`src/rtl/ctl_job_sched_if.sv`:
```
// Handshake bundle between the job scheduler and the crypto core / stream wrapper.
// slave = scheduler side, master = host/core side.
interface ctl_job_sched_if;
  logic        iJOB_VALID;
  logic        oJOB_READY;
  logic [31:0] iJOB_DESC;
  logic        oCFG_VALID;
  logic        iCFG_READY;
  logic [31:0] oCFG_MODE;
  logic [31:0] oCFG_PARAM;
  logic        oIN_EN;
  logic        iIN_FIRE;
  logic        oIN_LAST;
  logic        iOUT_FIRE;
  logic        iOUT_LAST;

  modport slave (
    input  iJOB_VALID, iJOB_DESC, iCFG_READY, iIN_FIRE, iOUT_FIRE, iOUT_LAST,
    output oJOB_READY, oCFG_VALID, oCFG_MODE, oCFG_PARAM, oIN_EN, oIN_LAST
  );

  modport master (
    output iJOB_VALID, iJOB_DESC, iCFG_READY, iIN_FIRE, iOUT_FIRE, iOUT_LAST,
    input  oJOB_READY, oCFG_VALID, oCFG_MODE, oCFG_PARAM, oIN_EN, oIN_LAST
  );
endinterface

```
`src/rtl/ctl_job_sched.sv`:
```
// Crypto-core job scheduler: descriptor FIFO, config issue, input beat gating with TLAST, output wait.
// Optional watchdog enabled by defining CTL_SCHED_TIMEOUT_EN.
module ctl_job_sched #(
  parameter int PRM_QDEPTH = 4,
  parameter int PRM_BEATW  = 12,
  parameter int PRM_TOW    = 16
) (
  input  logic              iSYS_CLK,
  input  logic              iSYS_RST,
  ctl_job_sched_if.slave    bus,
  output logic              oBUSY,
  output logic              oDONE,
  output logic              oERR,
  output logic [15:0]       oJOB_CNT
);
  localparam int AW = $clog2(PRM_QDEPTH);
  localparam int DW = 10 + PRM_BEATW;
  localparam logic [AW:0] FULL_CNT = (AW+1)'(PRM_QDEPTH);

  localparam logic [2:0] S_IDLE = 3'd0;
  localparam logic [2:0] S_CFG  = 3'd1;
  localparam logic [2:0] S_LOAD = 3'd2;
  localparam logic [2:0] S_RUN  = 3'd3;
  localparam logic [2:0] S_DONE = 3'd4;

  logic [2:0]           st;
  logic [DW-1:0]        mem [PRM_QDEPTH];
  logic [AW-1:0]        wr_ptr, rd_ptr;
  logic [AW:0]          cnt;
  logic [DW-1:0]        head;
  logic                 empty, full, push, pop, head_zero;
  logic [1:0]           mode_q;
  logic [7:0]           param_q;
  logic [PRM_BEATW-1:0] beats_q, bcnt;
  logic                 err_q;
  logic [15:0]          job_cnt;
  logic                 out_last, last_beat, active_st, wd_fire;

  generate
    if (DW < 32) begin : g_desc_unused
      logic desc_unused;
      assign desc_unused = ^bus.iJOB_DESC[31:DW];
    end
  endgenerate

  assign head      = mem[rd_ptr];
  assign head_zero = (head[10 +: PRM_BEATW] == '0);
  assign empty     = (cnt == '0);
  assign full      = (cnt == FULL_CNT);
  // DONE dispatches like IDLE, so a full FIFO can still accept while the head leaves
  assign pop       = ((st == S_IDLE) || (st == S_DONE)) && !empty;
  assign push      = bus.iJOB_VALID && bus.oJOB_READY;

  assign bus.oJOB_READY = !full || pop;
  assign bus.oCFG_VALID = (st == S_CFG);
  assign bus.oCFG_MODE  = {30'd0, mode_q};
  assign bus.oCFG_PARAM = {24'd0, param_q};
  assign bus.oIN_EN     = (st == S_LOAD);
  assign last_beat      = (bcnt == beats_q - 1'b1);
  assign bus.oIN_LAST   = (st == S_LOAD) && last_beat;

  assign out_last  = bus.iOUT_FIRE && bus.iOUT_LAST;
  assign active_st = (st == S_CFG) || (st == S_LOAD) || (st == S_RUN);

  assign oBUSY    = (st != S_IDLE);
  assign oDONE    = (st == S_DONE);
  assign oERR     = err_q;
  assign oJOB_CNT = job_cnt;

`ifdef CTL_SCHED_TIMEOUT_EN
  logic [PRM_TOW-1:0] wd;
  assign wd_fire = active_st && (wd == '1);
  always_ff @(posedge iSYS_CLK or negedge iSYS_RST) begin
    if (!iSYS_RST)
      wd <= '0;
    else if (!active_st || bus.iIN_FIRE || bus.iOUT_FIRE || bus.iCFG_READY)
      wd <= '0;
    else
      wd <= wd + 1'b1;
  end
`else
  localparam int tow_unused = PRM_TOW;
  assign wd_fire = 1'b0;
`endif

  // storage is not reset: occupancy is tracked by cnt/pointers only
  always_ff @(posedge iSYS_CLK) begin
    if (push) mem[wr_ptr] <= bus.iJOB_DESC[DW-1:0];
  end

  always_ff @(posedge iSYS_CLK or negedge iSYS_RST) begin
    if (!iSYS_RST) begin
      wr_ptr  <= '0;
      rd_ptr  <= '0;
      cnt     <= '0;
      st      <= S_IDLE;
      mode_q  <= '0;
      param_q <= '0;
      beats_q <= '0;
      bcnt    <= '0;
      err_q   <= 1'b0;
      job_cnt <= '0;
    end else begin
      if (push) wr_ptr <= wr_ptr + 1'b1;
      if (pop)  rd_ptr <= rd_ptr + 1'b1;
      if (push && !pop)      cnt <= cnt + 1'b1;
      else if (!push && pop) cnt <= cnt - 1'b1;

      if (st == S_DONE) job_cnt <= job_cnt + 1'b1;

      case (st)
        S_IDLE, S_DONE: begin
          if (pop) begin
            if (head_zero) begin
              // zero-length job cannot produce TLAST; drop it and flag
              err_q <= 1'b1;
              st    <= S_IDLE;
            end else begin
              mode_q  <= head[1:0];
              param_q <= head[9:2];
              beats_q <= head[10 +: PRM_BEATW];
              bcnt    <= '0;
              st      <= S_CFG;
            end
          end else begin
            st <= S_IDLE;
          end
        end
        S_CFG:  if (bus.iCFG_READY) st <= S_LOAD;
        S_LOAD: begin
          if (out_last) begin
            err_q <= 1'b1;
            st    <= S_DONE;
          end else if (bus.iIN_FIRE) begin
            if (last_beat) st <= S_RUN;
            else           bcnt <= bcnt + 1'b1;
          end
        end
        S_RUN:   if (out_last) st <= S_DONE;
        default: st <= S_IDLE;
      endcase

      if (wd_fire) begin
        err_q <= 1'b1;
        st    <= S_DONE;
      end
    end
  end
endmodule

```
`src/flat_wrapper.sv`:
```
// flat-port wrapper written by rule: the top's interface ports become plain ports
module ctl_job_sched_flat 
#(
  parameter int PRM_QDEPTH = 4,
  parameter int PRM_BEATW  = 12,
  parameter int PRM_TOW    = 16
)
  (iSYS_CLK, iSYS_RST, oBUSY, oDONE, oERR, oJOB_CNT, bus_iJOB_VALID, bus_iJOB_DESC, bus_iCFG_READY, bus_iIN_FIRE, bus_iOUT_FIRE, bus_iOUT_LAST, bus_oJOB_READY, bus_oCFG_VALID, bus_oCFG_MODE, bus_oCFG_PARAM, bus_oIN_EN, bus_oIN_LAST);
  ctl_job_sched_if bus_i ();
  input  logic iSYS_CLK;
  input  logic iSYS_RST;
  output logic oBUSY;
  output logic oDONE;
  output logic oERR;
  output logic [15:0] oJOB_CNT;
  input wire logic [$bits(bus_i.iJOB_VALID)-1:0] bus_iJOB_VALID;
  input wire logic [$bits(bus_i.iJOB_DESC)-1:0] bus_iJOB_DESC;
  input wire logic [$bits(bus_i.iCFG_READY)-1:0] bus_iCFG_READY;
  input wire logic [$bits(bus_i.iIN_FIRE)-1:0] bus_iIN_FIRE;
  input wire logic [$bits(bus_i.iOUT_FIRE)-1:0] bus_iOUT_FIRE;
  input wire logic [$bits(bus_i.iOUT_LAST)-1:0] bus_iOUT_LAST;
  output wire logic [$bits(bus_i.oJOB_READY)-1:0] bus_oJOB_READY;
  output wire logic [$bits(bus_i.oCFG_VALID)-1:0] bus_oCFG_VALID;
  output wire logic [$bits(bus_i.oCFG_MODE)-1:0] bus_oCFG_MODE;
  output wire logic [$bits(bus_i.oCFG_PARAM)-1:0] bus_oCFG_PARAM;
  output wire logic [$bits(bus_i.oIN_EN)-1:0] bus_oIN_EN;
  output wire logic [$bits(bus_i.oIN_LAST)-1:0] bus_oIN_LAST;
  assign bus_i.iJOB_VALID = bus_iJOB_VALID;
  assign bus_i.iJOB_DESC = bus_iJOB_DESC;
  assign bus_i.iCFG_READY = bus_iCFG_READY;
  assign bus_i.iIN_FIRE = bus_iIN_FIRE;
  assign bus_i.iOUT_FIRE = bus_iOUT_FIRE;
  assign bus_i.iOUT_LAST = bus_iOUT_LAST;
  assign bus_oJOB_READY = bus_i.oJOB_READY;
  assign bus_oCFG_VALID = bus_i.oCFG_VALID;
  assign bus_oCFG_MODE = bus_i.oCFG_MODE;
  assign bus_oCFG_PARAM = bus_i.oCFG_PARAM;
  assign bus_oIN_EN = bus_i.oIN_EN;
  assign bus_oIN_LAST = bus_i.oIN_LAST;
  ctl_job_sched #(.PRM_QDEPTH(PRM_QDEPTH), .PRM_BEATW(PRM_BEATW), .PRM_TOW(PRM_TOW)) u_core (.iSYS_CLK(iSYS_CLK), .iSYS_RST(iSYS_RST), .bus(bus_i), .oBUSY(oBUSY), .oDONE(oDONE), .oERR(oERR), .oJOB_CNT(oJOB_CNT));
endmodule
```
`config.mk`:
```
export PLATFORM = sky130hd
export DESIGN_NAME = ctl_job_sched_flat
export DESIGN_NICKNAME = d
export VERILOG_FILES = /design/src/rtl/ctl_job_sched_if.sv /design/src/rtl/ctl_job_sched.sv /design/src/flat_wrapper.sv
export SDC_FILE = /design/constraint.sdc
export NUM_CORES = 1
export LEC_CHECK = 0
export BUFFER_PORTS_ARGS = -buffer_cell sky130_fd_sc_hd__buf_2
export CAP_MARGIN = 20
export CORE_ASPECT_RATIO = 1.2
export CORE_MARGIN = 4
export CORE_UTILIZATION = 45
export DETAILED_ROUTE_END_ITERATION = 6
export PLACE_DENSITY_LB_ADDON = 0.08
export SYNTH_ARGS = -nofsm -noshare
export SYNTH_HDL_FRONTEND = slang
export SYNTH_SLANG_ARGS = --single-unit
export TNS_END_PERCENT = 5
```
`constraint.sdc`:
```
create_clock -name iSYS_CLK -period 3.5 [get_ports iSYS_CLK]
set_input_delay 0 -clock iSYS_CLK [delete_from_list [all_inputs] [get_ports iSYS_CLK]]
set_output_delay 0 -clock iSYS_CLK [all_outputs]
set_load 0.02 [all_outputs]
```
==> out/metrics.json <==
{
  "run_status": {
    "outcome": "finished clean"
  },
  "clocking": {
    "tritoncts": "yes",
    "cts_inserted_buffers": 17,
    "ctsHtreeMaxLevel": 4,
    "cts_resized": 0,
    "cts_max_path_buffers": 2,
    "clk-insertion-delay-late_ps": 410,
    "tritoncts_num_sinks": 149,
    "clock_root_buffer": "sky130_fd_sc_hd__clkbuf_16",
    "clkSlewWorstSetupHoldPaths_ps": 60
  },
  "synth": {
    "synth.top_cell.area_share": 0.385,
    "ys_warn_count": 0,
    "postSynthCellCount": 484,
    "synth.yosys.seq_area_share": 0.608,
    "synth_cell_type_count": 57,
    "yosysTopAreaCell": "sky130_fd_sc_hd__edfxtp_1",
    "synth_top_family_by_area": "multiplexers",
    "synth_simple_gate_area_share": 0.0932,
    "synthTopCellsByArea": "sky130_fd_sc_hd__edfxtp_1, sky130_fd_sc_hd__dfrtp_1, sky130_fd_sc_hd__mux4_2",
    "synth_compound_gate_area_share": 0.0507,
    "average_footprint_of_a_synthesized_cell_um2": 14.2,
    "async_reset_ff_frac": 0.409,
    "synth_seq_cells": 149,
    "yosys-mux-area-fraction": 0.107,
    "syn_area_um2": 6860,
    "synth_fa_ha_area_frac": 0.0175,
    "yosys.cell_count.top_type": "sky130_fd_sc_hd__edfxtp_1",
    "leading_register_cell_type_out_of_synthesis": "sky130_fd_sc_hd__edfxtp_1",
    "post_synth_xor_area_fraction": 0.0443,
    "number_of_flops_mapped_to_enable_cells_by_yosys": 88,
    "ys_top_cells_by_count": "sky130_fd_sc_hd__edfxtp_1, sky130_fd_sc_hd__dfrtp_1, sky130_fd_sc_hd__buf_4"
  },
  "drt": {
    "detailedRoute.firstIterationViolations": 232,
    "remaining_drc_errors": 0,
    "via_per_inst": 5.02,
    "routed_wire_length_per_instance_um": 16.3,
    "dr.pass1.iters": 4,
    "ant_nets": 0,
    "routed_wl_um": 13100,
    "route.vias.total": 4050
  },
  "pwr": {
    "seqPwrFrac": 0.409,
    "irDropWorstVdd_mv": 0.420,
    "power.net_switching_w": 0.00215,
    "finalPower_w": 0.00632,
    "power.static_leakage_nw": 3.19,
    "cell_internal_pwr_w": 0.00417,
    "gate_power_share": 0.340,
    "powerDensity_nw_per_um2": 787,
    "switching_share": 0.340,
    "clkPwrFrac": 0.251
  },
  "die": {
    "die_w_um": 121,
    "top_level_pins": 126,
    "placement_rows": 49,
    "core_area_um2": 15000,
    "design.die.area_um2": 17300,
    "initial_utilization": 0.458,
    "die_height_um": 143
  },
  "critical_path": {
    "cp.arrival_ps": 3190,
    "critPathLaunchType": "flop",
    "r2r_setup_slack_ps": 600,
    "timing.critical_path.required_ps": 3790,
    "path_max_fanout": 22,
    "critical_path_class": "flop to flop",
    "end_kind": "flop"
  },
  "finish": {
    "diodes": 0,
    "num-fill-cells": 1317,
    "final-instance-count-excl-fill": 806,
    "layout-drive-gt1-share": 0.223,
    "multi_input_comb_area_um2": 2350,
    "syn_to_final_growth_pct": 17.1,
    "final_standard_cell_utilization_of_the_core": 0.537,
    "seq_area_um2": 4170,
    "post_layout_net_count": 637
  },
  "global_route": {
    "via_count_of_the_first_global_routing_pass": 4063,
    "grt_first_pass_wirelength_um": 21400,
    "grt_util_all_layers": 0.161,
    "antenna_found_initial": 0,
    "globalRouteOverflowTotal": 0,
    "largest_net_degree_at_the_start_of_global_routing": 37
  },
  "placement": {
    "place.gp.congestion": 0.805,
    "io_buffer_count": 61,
    "hpwl_after_detailed_placement_um": 8940,
    "number_of_placed_instances_taps_included": 746
  },
  "timing": {
    "maxClockFrequency_ghz": 0.344,
    "hold_violations": 0,
    "relSlewSlack": 0.355,
    "timing_worst_slew_pin_value_ps": 967,
    "final_period_minus_worst_setup_slack_ps": 2900,
    "grt_setup_unrepaired": "false",
    "worst_clock_skew_ps": 9.28,
    "drv_slew": 0,
    "layout_worst_path_cycle_share": 0.829,
    "finalSetupTns_ps": 0,
    "setup-violations-final": 0,
    "holdWs_ps": 14.8
  },
  "flow_run": {
    "timing.max_cap.violations": 0
  },
  "hold_path": {
    "hold_class": "input pin to flop"
  }
}
[cells in the final DEF (no fill, tap or decap), drive strengths merged, types with 7 or more instances in the layout]
cell type,n
buf,73
mux4,22
nand3,12
nand2b,7
clkbuf,19
edfxtp,88
nand4,8
inv,17
ha,8
xnor2,22
conb,54
nor2,20
and3,9
dlygate4sd3,28
nand2,17
dfrtp,61
xor2,10
o21ai,18
or3,11
a21oi,12
nor4,9
clkinv,7
mux2,21
[flip-flops by register name, summed over array words and instances, names as in the netlist]
| register | cells |
|---|---|
| u_core.mem | 88 |
| u_core.wr_ptr | 2 |
| u_core.oJOB_CNT | 16 |
| u_core.bcnt | 12 |
| u_core.mode_q | 2 |
| u_core.oERR | 1 |
| u_core.cnt | 3 |
| u_core.param_q | 8 |
| u_core.beats_q | 12 |
| u_core.rd_ptr | 2 |
| u_core.st | 3 |
[final cells by class]
class                   count  area share
flip-flops and latches    149       0.519
multi-input cells         307       0.293
repair buffers            101      0.0857
clock buffers              19      0.0539
well taps                 204      0.0318
clock inverters            13      0.0104
inverters                  13     0.00608
[critical path: stages (launching register included)]
cell and delay, ps:
sky130_fd_sc_hd__dfrtp_1 320, sky130_fd_sc_hd__buf_4 260, sky130_fd_sc_hd__mux4_2 590, sky130_fd_sc_hd__nor4_1 370, sky130_fd_sc_hd__and3_1 350, sky130_fd_sc_hd__nor2_2 240, sky130_fd_sc_hd__buf_4 300, sky130_fd_sc_hd__mux2_1 330
[timing repair]
item                                    in CTS  in global routing
endpoints found under the setup margin       0                  0
hold endpoints to repair                   138                  0
setup buffers                                0                  0
hold buffers                                28                  0
[per-layer routing]
| metal | wire length, µm | share of wire | vias up | GRT usage |
|---|---|---|---|---|
| li1 | - | - | 1915 | - |
| met1 | 5520 | 0.42 | 2022 | 0.203 |
| met2 | 6770 | 0.52 | 101 | 0.272 |
| met3 | 643 | 0.049 | 12 | 0.0408 |
| met4 | 173 | 0.013 | 0 | 0.0567 |
| met5 | 0 | 0 | - | 0 |
[logic make-up after synthesis]
family | count (synthesis)
flip-flops | 149
other | 1
buffers and inverters | 81
AND/OR/NAND/NOR | 115
adder cells (fa/ha/maj) | 9
AO/OA/AOI/OAI | 53
XOR/XNOR | 33
multiplexers | 43
[per-stage QoR]
step	cell area [µm²]	worst slack (ps)
after floorplan	7060	991
after global placement	7210	567
after detailed placement	7230	568
after CTS	8030	558
after global routing	8030	390
final	8030	597
[path summary, 6_finish.rpt]
path	depth (start not counted)	start	end
setup / recovery	7	u_core.rd_ptr[0]$_DFFE_PN0P_	u_core.param_q[5]$_DFFE_PN0P_
hold reg to reg	1	u_core.oJOB_CNT[15]$_DFFE_PN0P_	u_core.oJOB_CNT[15]$_DFFE_PN0P_
max in group asynchronous	4	iSYS_RST	u_core.bcnt[1]$_DFFE_PN0P_
hold / removal	4	bus_iOUT_FIRE	u_core.oERR$_DFFE_PN0P_
setup reg to reg	7	u_core.rd_ptr[0]$_DFFE_PN0P_	u_core.param_q[5]$_DFFE_PN0P_
min in group asynchronous	2	iSYS_RST	u_core.param_q[7]$_DFFE_PN0P_
[power by group through the flow]
stage	clock [W]	combinational, W	sequential (W)
floorplan	0	0.00156	0.00264
CTS	0.00163	0.00220	0.00259
global placement	0	0.00211	0.00260
global route	0.00172	0.00238	0.00264
detailed placement	0	0.00216	0.00262
finish	0.00159	0.00214	0.00258
No activity file was read; power rests on OpenSTA's default activity.
